### config.mk
export PLATFORM = sky130hd
export DESIGN_NAME = cpu_io_bridge
export DESIGN_NICKNAME = d
export VERILOG_FILES = /design/src/rtl/cpu_io_bridge.sv
export SDC_FILE = /design/constraint.sdc
export NUM_CORES = 1
export LEC_CHECK = 0
export CORE_ASPECT_RATIO = 1.2
export CORE_MARGIN = 5
export CORE_UTILIZATION = 40
export CTS_CLUSTER_DIAMETER = 30
export CTS_CLUSTER_SIZE = 8
export DETAILED_ROUTE_END_ITERATION = 7
export DONT_BUFFER_PORTS = 1
export PLACE_DENSITY = 0.51
export SKIP_LAST_GASP = 1
export SLEW_MARGIN = 20
export SYNTH_ARGS = -nofsm -noshare
export SYNTH_HDL_FRONTEND = slang
export SYNTH_SLANG_ARGS = --single-unit
### constraint.sdc
create_clock -name clk -period 3 [get_ports clk]
set_input_delay 0.3 -clock clk [delete_from_list [all_inputs] [get_ports clk]]
set_output_delay 0.3 -clock clk [all_outputs]
set_load 0.1 [all_outputs]
### src/rtl/cpu_io_bridge.sv
// Sequences one (x, y) operand pair into the CPU's readyIn-strobed inport and samples
// the two result bytes from outport. Optional `CPU_IO_BRIDGE_CNT_EN adds a txn_count port.
module cpu_io_bridge #(
  parameter int n    = 8,
  parameter int HOLD = 5,
  parameter int GAP  = 20
) (
  input  logic         clk,
  input  logic         nReset,
  input  logic         in_valid,
  output logic         in_ready,
  input  logic [n-1:0] in_x,
  input  logic [n-1:0] in_y,
  output logic [n:0]   cpu_in,
  input  logic [n-1:0] cpu_out,
  output logic         res_valid,
  input  logic         res_ready,
  output logic [n-1:0] res_x,
  output logic [n-1:0] res_y
`ifdef CPU_IO_BRIDGE_CNT_EN
  ,
  output logic [15:0]  txn_count
`endif
);

  localparam int CNT_MAX = (HOLD > GAP) ? HOLD : GAP;
  localparam int CW      = (CNT_MAX > 1) ? $clog2(CNT_MAX) : 1;
  localparam logic [CW-1:0] HOLD_LD = CW'(HOLD - 1);
  localparam logic [CW-1:0] GAP_LD  = CW'((GAP > 0) ? GAP - 1 : 0);

  typedef enum logic [2:0] {
    S_IDLE, S_X_HI, S_X_LO, S_Y_HI, S_Y_LO, S_ACK_HI, S_GAP, S_RESULT
  } state_t;

  state_t        state, next_state;
  logic [CW-1:0] cnt, cnt_d;
  logic [n-1:0]  y_hold;

  logic          in_ready_d, res_valid_d, strobe_d, accept;
  logic [n-1:0]  data_d, res_x_d, res_y_d;

  // NOTE: sequential state uses non-blocking assignments so every register samples
  // the pre-edge values of the others, independent of process ordering.
  always_ff @(posedge clk or negedge nReset) begin
    if (!nReset) begin
      state <= S_IDLE;
      cnt   <= '0;
    end else begin
      state <= next_state;
      cnt   <= cnt_d;
    end
  end

  // NOTE: every combinational output gets a default first so no path infers a latch.
  always_comb begin
    next_state = state;
    unique case (state)
      S_IDLE:   if (in_valid && in_ready) next_state = S_X_HI;
      S_X_HI:   if (cnt == '0) next_state = S_X_LO;
      S_X_LO:   if (cnt == '0) next_state = S_Y_HI;
      S_Y_HI:   if (cnt == '0) next_state = S_Y_LO;
      S_Y_LO:   if (cnt == '0) next_state = S_ACK_HI;
      S_ACK_HI: if (cnt == '0) next_state = (GAP == 0) ? S_RESULT : S_GAP;
      S_GAP:    if (cnt == '0) next_state = S_RESULT;
      S_RESULT: if (res_ready) next_state = S_IDLE;
      default:  next_state = S_IDLE;
    endcase

    cnt_d = cnt;
    if (next_state != state) begin
      unique case (next_state)
        S_GAP:             cnt_d = GAP_LD;
        S_IDLE, S_RESULT:  cnt_d = '0;
        default:           cnt_d = HOLD_LD;
      endcase
    end else if (cnt != '0) begin
      cnt_d = cnt - 1'b1;
    end
  end

  // Outputs are computed from the upcoming state and registered, so every pin
  // changes on the same edge as the state it belongs to.
  always_comb begin
    accept      = (state == S_IDLE) && (next_state == S_X_HI);
    in_ready_d  = (next_state == S_IDLE);
    res_valid_d = (next_state == S_RESULT);
    strobe_d    = (next_state == S_X_HI) || (next_state == S_Y_HI) ||
                  (next_state == S_ACK_HI);

    data_d = cpu_in[n-1:0];
    if (accept)
      data_d = in_x;
    else if ((state == S_X_LO) && (next_state == S_Y_HI))
      data_d = y_hold;

    res_x_d = res_x;
    res_y_d = res_y;
    if ((state == S_Y_LO) && (cnt == '0))
      res_x_d = cpu_out;
    if ((state == S_ACK_HI) && (cnt == '0))
      res_y_d = cpu_out;
  end

  always_ff @(posedge clk or negedge nReset) begin
    if (!nReset) begin
      in_ready  <= 1'b1;
      cpu_in    <= '0;
      res_valid <= 1'b0;
      res_x     <= '0;
      res_y     <= '0;
      y_hold    <= '0;
    end else begin
      in_ready  <= in_ready_d;
      cpu_in    <= {strobe_d, data_d};
      res_valid <= res_valid_d;
      res_x     <= res_x_d;
      res_y     <= res_y_d;
      if (accept)
        y_hold <= in_y;
    end
  end

`ifdef CPU_IO_BRIDGE_CNT_EN
  always_ff @(posedge clk or negedge nReset) begin
    if (!nReset)
      txn_count <= '0;
    else if ((state == S_RESULT) && res_ready)
      txn_count <= txn_count + 16'd1;
  end
`endif

endmodule

== Yosys cells after proc, flatten, opt, wreduce, memory -nomap -nowiden ==
Index checks and enable logic that the tools add are counted.

* Flip-flop bits (word level): 43
* Input port bits: 28
* Output and inout port bits: 27

* Add/sub/neg operators: 1
* Equality and inequality tests: 13
* Multiplexer cells: 14
* Reductions and logical operators: 14

{| class="wikitable"
|+ Operators with widths
! kind !! count
|-
| 3-bit two-way mux || 8
|-
| 3-bit case mux with 8 select lines || 1
|-
| 3-bit == test (second input constant) || 7
|-
| 8-bit two-way mux || 2
|-
| 5-bit two-way mux || 2
|-
| 5-bit case mux with 2 select lines || 1
|-
| 3-bit by 2-bit == test with 1-bit output (second input constant) || 3
|-
| 3-bit by 1-bit == test with 1-bit output (second input constant) || 2
|-
| 3-bit logical NOT || 2
|-
| 1-bit logical AND || 5
|-
| 5-bit logical NOT || 1
|-
| 5-bit nonzero test || 1
|-
| 5-bit by 1-bit subtractor with 5-bit output (second input constant) || 1
|-
| 2-bit nonzero test || 2
|-
| 3-bit inequality test || 1
|-
| 1-bit logical OR || 2
|-
| 2-bit OR reduction || 1
|}

== Depth between registers and ports, before layout ==
* Depth in word-level cells: 7
* Depth in mapped cells: 7
* Mapped depth without buffers: 6

== Worst setup path before layout ==
Ideal clock, no wire load.

* Kind: register to register
* From: register in_ready
* To: register y_hold[6]
* Arrival time: 2.059 ns
* Data required time: 2.875 ns
* Path slack: 0.816 ns
* Stages on the path, launching flop included: 5
* Path through: dfstp_2 nand2_1 nor4_2 buf_4 mux2_2

* Cells in the longest elaborated chain, start to end: 5

{| class="wikitable"
|+ RTL lines
! what !! line !! source
|-
| start: declaration || 11 || <nowiki>output logic in_ready,</nowiki>
|-
| start signal: assignment || 113 || <nowiki>in_ready <= in_ready_d;</nowiki>
|-
| 1-bit logical AND || 58 || <nowiki>S_IDLE: if (in_valid && in_ready) next_state = S_X_HI;</nowiki>
|-
| 3-bit two-way mux || 58 ||
|-
| 3-bit case mux with 8 select lines || 57 || <nowiki>unique case (state)</nowiki>
|-
| 3-bit by 1-bit == test with 1-bit output || 84 || <nowiki>accept = (state == S_IDLE) && (next_state == S_X_HI);</nowiki>
|-
| 1-bit logical AND || 84 ||
|-
| end signal: assignment || 119 || <nowiki>y_hold <= in_y;</nowiki>
|-
| end: declaration || 37 || <nowiki>logic [n-1:0] y_hold;</nowiki>
|}

No other way between the ends.
A chain may end at the register's enable or synchronous reset.

== Final worst setup path ==
* From: register cnt[0]
* To: register res_y[6]

* Cells in the longest elaborated chain, start to end: 2

{| class="wikitable"
|+ RTL lines
! what !! line !! source
|-
| start: declaration || 36 || <nowiki>logic [CW-1:0] cnt, cnt_d;</nowiki>
|-
| start signal: assignment || 50 || <nowiki>cnt <= cnt_d;</nowiki>
|-
| 5-bit logical NOT || 100 || <nowiki>if ((state == S_ACK_HI) && (cnt == '0))</nowiki>
|-
| 1-bit logical AND || 100 ||
|-
| end signal: assignment || 117 || <nowiki>res_y <= res_y_d;</nowiki>
|-
| end: declaration || 19 || <nowiki>output logic [n-1:0] res_y</nowiki>
|}

No other way between the ends.

==> flow_summary.yaml <==
run_status:
  outcome: "finished, final reports clean"
cts:
  h-tree-depth: 2
  cts_inserted_buffers: 5
  path_clk_slew_ns: 0.08
  clockRootBuffer: "clkbuf_8"
  post_cts_resized: 0
  post_cts.repair.setup_buffers: 0
  clock-sinks: 43
  clockBufferDepth: 2
  worstSkewPairLatency_ns: 0.29
  tritoncts: "done"
timing:
  final.setup.tns_ns: 0
  finalSetupViolations: 0
  fin_crit_ns: 2.26
  hold_viol: 0
  grt_setup_unrepaired: "false"
  max_freq_mhz: 443
  slew_headroom: 0.383
  skew_ns: 0.00624
  min_period_over_period: 0.753
  worst_slew_pin_slew_ns: 0.925
  drv_slew: 0
placement:
  dpl.cell_count: 205
  hpwl_mm: 2.78
  post_dp_cell_area_sq_um: 2020
  port_buffers: 0
  gp_congestion: 0.770
worst_setup_path:
  reg2reg_from: "cnt[0]"
  reg2reg_to: "res_y[6]"
  crit_cells: 7
  path_cells: "inv_1, ha_1, nor4b_1, buf_4, and2_1, nand3b_1, mux2_2"
  end_kind: "flop"
  crit_slowest_cell: "mux2_2"
  r2r_slack_ns: 0.74
  r2r_cells: 7
  critPathKind: "reg2reg"
  slowest_delay_ns: 0.43
  cp_data_required_time_ns: 3.17
  worst_ep_arrival_time_ns: 2.43
  crit_family: "simple AND/OR/NAND/NOR gates"
  worst-path-buf-inv: 2
  crit_path_start_kind: "flop"
  worst-path-max-fanout: 11
synth:
  synth_top_family_by_area: "multiplexers"
  yosys.area_share.simple: 0.0957
  yosysTopAreaCellShare: 0.536
  synth-xor-area-share: 0.00893
  synth_fa_ha_area_frac: 0.0128
  syn-cell-area_sq_um: 1960
  synthTopCellsByArea: "dfrtp_1, mux2_2, mux2_4"
  synth_compound_area_frac: 0.0918
  seq_area_frac_synth: 0.549
  synthMuxAreaShare: 0.210
  syn_inst: 150
  yosysWarningCount: 0
  yosysTopAreaCell: "dfrtp_1"
  synth_edf_count: 0
  synthFlopType: "dfrtp_1"
  ys_ff_latch: 43
  synthArstFlopShare: 1.00
  synth.net_count: 180
  avgSynthCellArea_sq_um: 13.1
  synth.distinct_cells: 35
routing:
  wl_per_cell_um: 17.8
  drtIter0Drc: 33
  finalWirelength_mm: 3.82
  ant_nets: 0
  firstDrtPassIters: 4
  via_per_inst: 5.52
  drcViolationCount: 0
  vias: 1186
global_route:
  met2_usage: 0.215
  grt_max_degree: 44
  grt_pass1_wl_mm: 6.26
  grt_use_met3: 0.0568
  grt-busiest-layer: "met2"
  grt_pass1_vias: 1285
  grtUsageTotal: 0.127
  grt-ovfl-total: 0
  grt_use_met1: 0.132
  antenna_found_initial: 0
pwr:
  pwr-share-seq: 0.553
  power.leakage_uw: 0.000967
  internal_power_uw: 936
  pwr-share-comb: 0.024
  power_switching_uw: 292
  p_per_area_nw_per_um2: 564
  ir_drop_mv: 0.240
  p_sw_frac: 0.238
  clockPowerShare: 0.422
floorplan:
  core_area_sq_um: 4830
  dieHeight_um: 86.7
  die_w_um: 73.9
  core.rowCount: 28
  die_area_sq_um: 6410
  initial_utilization: 0.406
  io-pin-count: 55
layout:
  drive_gt1_frac: 0.297
  num_antenna_cells: 0
  final_net_count: 184
  layoutNonFillerInstCount: 215
  fin_area_sq_um: 2180
  area_growth_pct: 11.1
hold_path:
  worstHoldPathType: "in2reg"
  hp-start: "res_ready"
  hold_depth: 1
  min_to: "state[2]"
flow_run:
  maxCapViolations: 0
==> cells in the mapped netlist (2+ instances only) <==
library cell / number
buf_6: 2
nand2_1: 2
mux2i_1: 10
o21ai_0: 3
xnor2_1: 2
o211ai_1: 2
nand3b_1: 2
dfrtp_1: 42
ha_1: 2
nor3_1: 2
nor2_1: 17
a31oi_1: 2
and2_1: 4
buf_2: 2
mux2_2: 17
a21oi_2: 2
a21oi_1: 8
mux2_4: 8
inv_1: 3
clkbuf_1: 3
==> routing by layer <==
layer  wire, um  up-vias  part of all wire
li1           -      546                 -
met4         78        0             0.020
met5          0        -                 0
met1       1400      580              0.37
met2       1970       52              0.52
met3        370        8             0.097
==> cells by family after synthesis <==
logic type / after synthesis
xor+xnor: 2
buf+inv: 11
simple gates: 34
fa+ha+maj: 2
mux: 35
flops: 43
compound gates: 23
==> metrics by stage <==
stage	worst slack, ns	util	hold WS [ns]	total power [uW]
global placement	0.843	0.417	0.00573	706
detailed placement	0.727	0.417	0.00571	707
global route	0.530	0.451	0.116	1270
floorplan	0.816	-	0.00441	702
finish	0.742	0.451	0.129	1230
CTS	0.708	0.451	0.113	1250
==> layout make-up <==
cell class / count / area [sq um]
multi-input combinational: 96 / 831
sequential: 43 / 1080
clock inverter: 2 / 60.1
timing repair buffer: 5 / 52.6
fill: 449 / 2660
inverter: 3 / 11.3
clock buffer: 6 / 72.6
tap: 60 / 75.1
==> how the worst max path moves through the flow <==
stage / startpoint / endpoint / slack (ns)
after floorplan: in_ready / y_hold[6] / 0.82
after global placement: cnt[0] / res_y[7] / 0.84
after detailed placement: cnt[0] / res_y[6] / 0.73
after CTS: cnt[0] / res_y[6] / 0.71
after global routing: cnt[0] / res_y[6] / 0.53
final: cnt[0] / res_y[6] / 0.74
==> what timing repair did <==
| action | 4_1_cts | 5_1_grt |
|---|---|---|
| hold buffers | 2 | 0 |
| hold endpoints to repair | 43 | 0 |
| setup endpoints to repair | 0 | 0 |
==> layout by cell type (no fill, tap or decap), types with 2 or more instances in the layout <==
| cell type | count |
|---|---|
| a21oi_1 | 8 |
| a21oi_2 | 2 |
| a31oi_1 | 2 |
| and2_1 | 4 |
| buf_4 | 3 |
| bufinv_16 | 2 |
| clkbuf_8 | 5 |
| dfrtp_1 | 42 |
| ha_1 | 2 |
| inv_1 | 3 |
| mux2_2 | 17 |
| mux2_4 | 8 |
| mux2i_1 | 10 |
| nand2_1 | 2 |
| nand3b_1 | 2 |
| nor2_1 | 17 |
| nor3_1 | 2 |
| o211ai_1 | 2 |
| o21ai_0 | 3 |
| xnor2_1 | 2 |
==> sequential cells by signal, summed over array words and instances, names as in the netlist <==
| register | count |
|---|---|
| res_x | 8 |
| cnt | 5 |
| y_hold | 8 |
| res_valid | 1 |
| state | 3 |
| cpu_in | 9 |
| res_y | 8 |
| in_ready | 1 |
==> power groups by stage <==
| stage | logic [uW] | clock network, uW | registers [uW] |
|---|---|---|---|
| 5_1_grt | 34.1 | 559 | 681 |
| 3_3_place_gp | 14.3 | 0 | 692 |
| 3_5_place_dp | 15.3 | 0 | 692 |
| 4_1_cts | 31.3 | 540 | 680 |
| 6_report | 30.0 | 518 | 680 |
| 2_1_floorplan | 13.9 | 0 | 688 |
No activity file was read; power rests on OpenSTA's default activity.
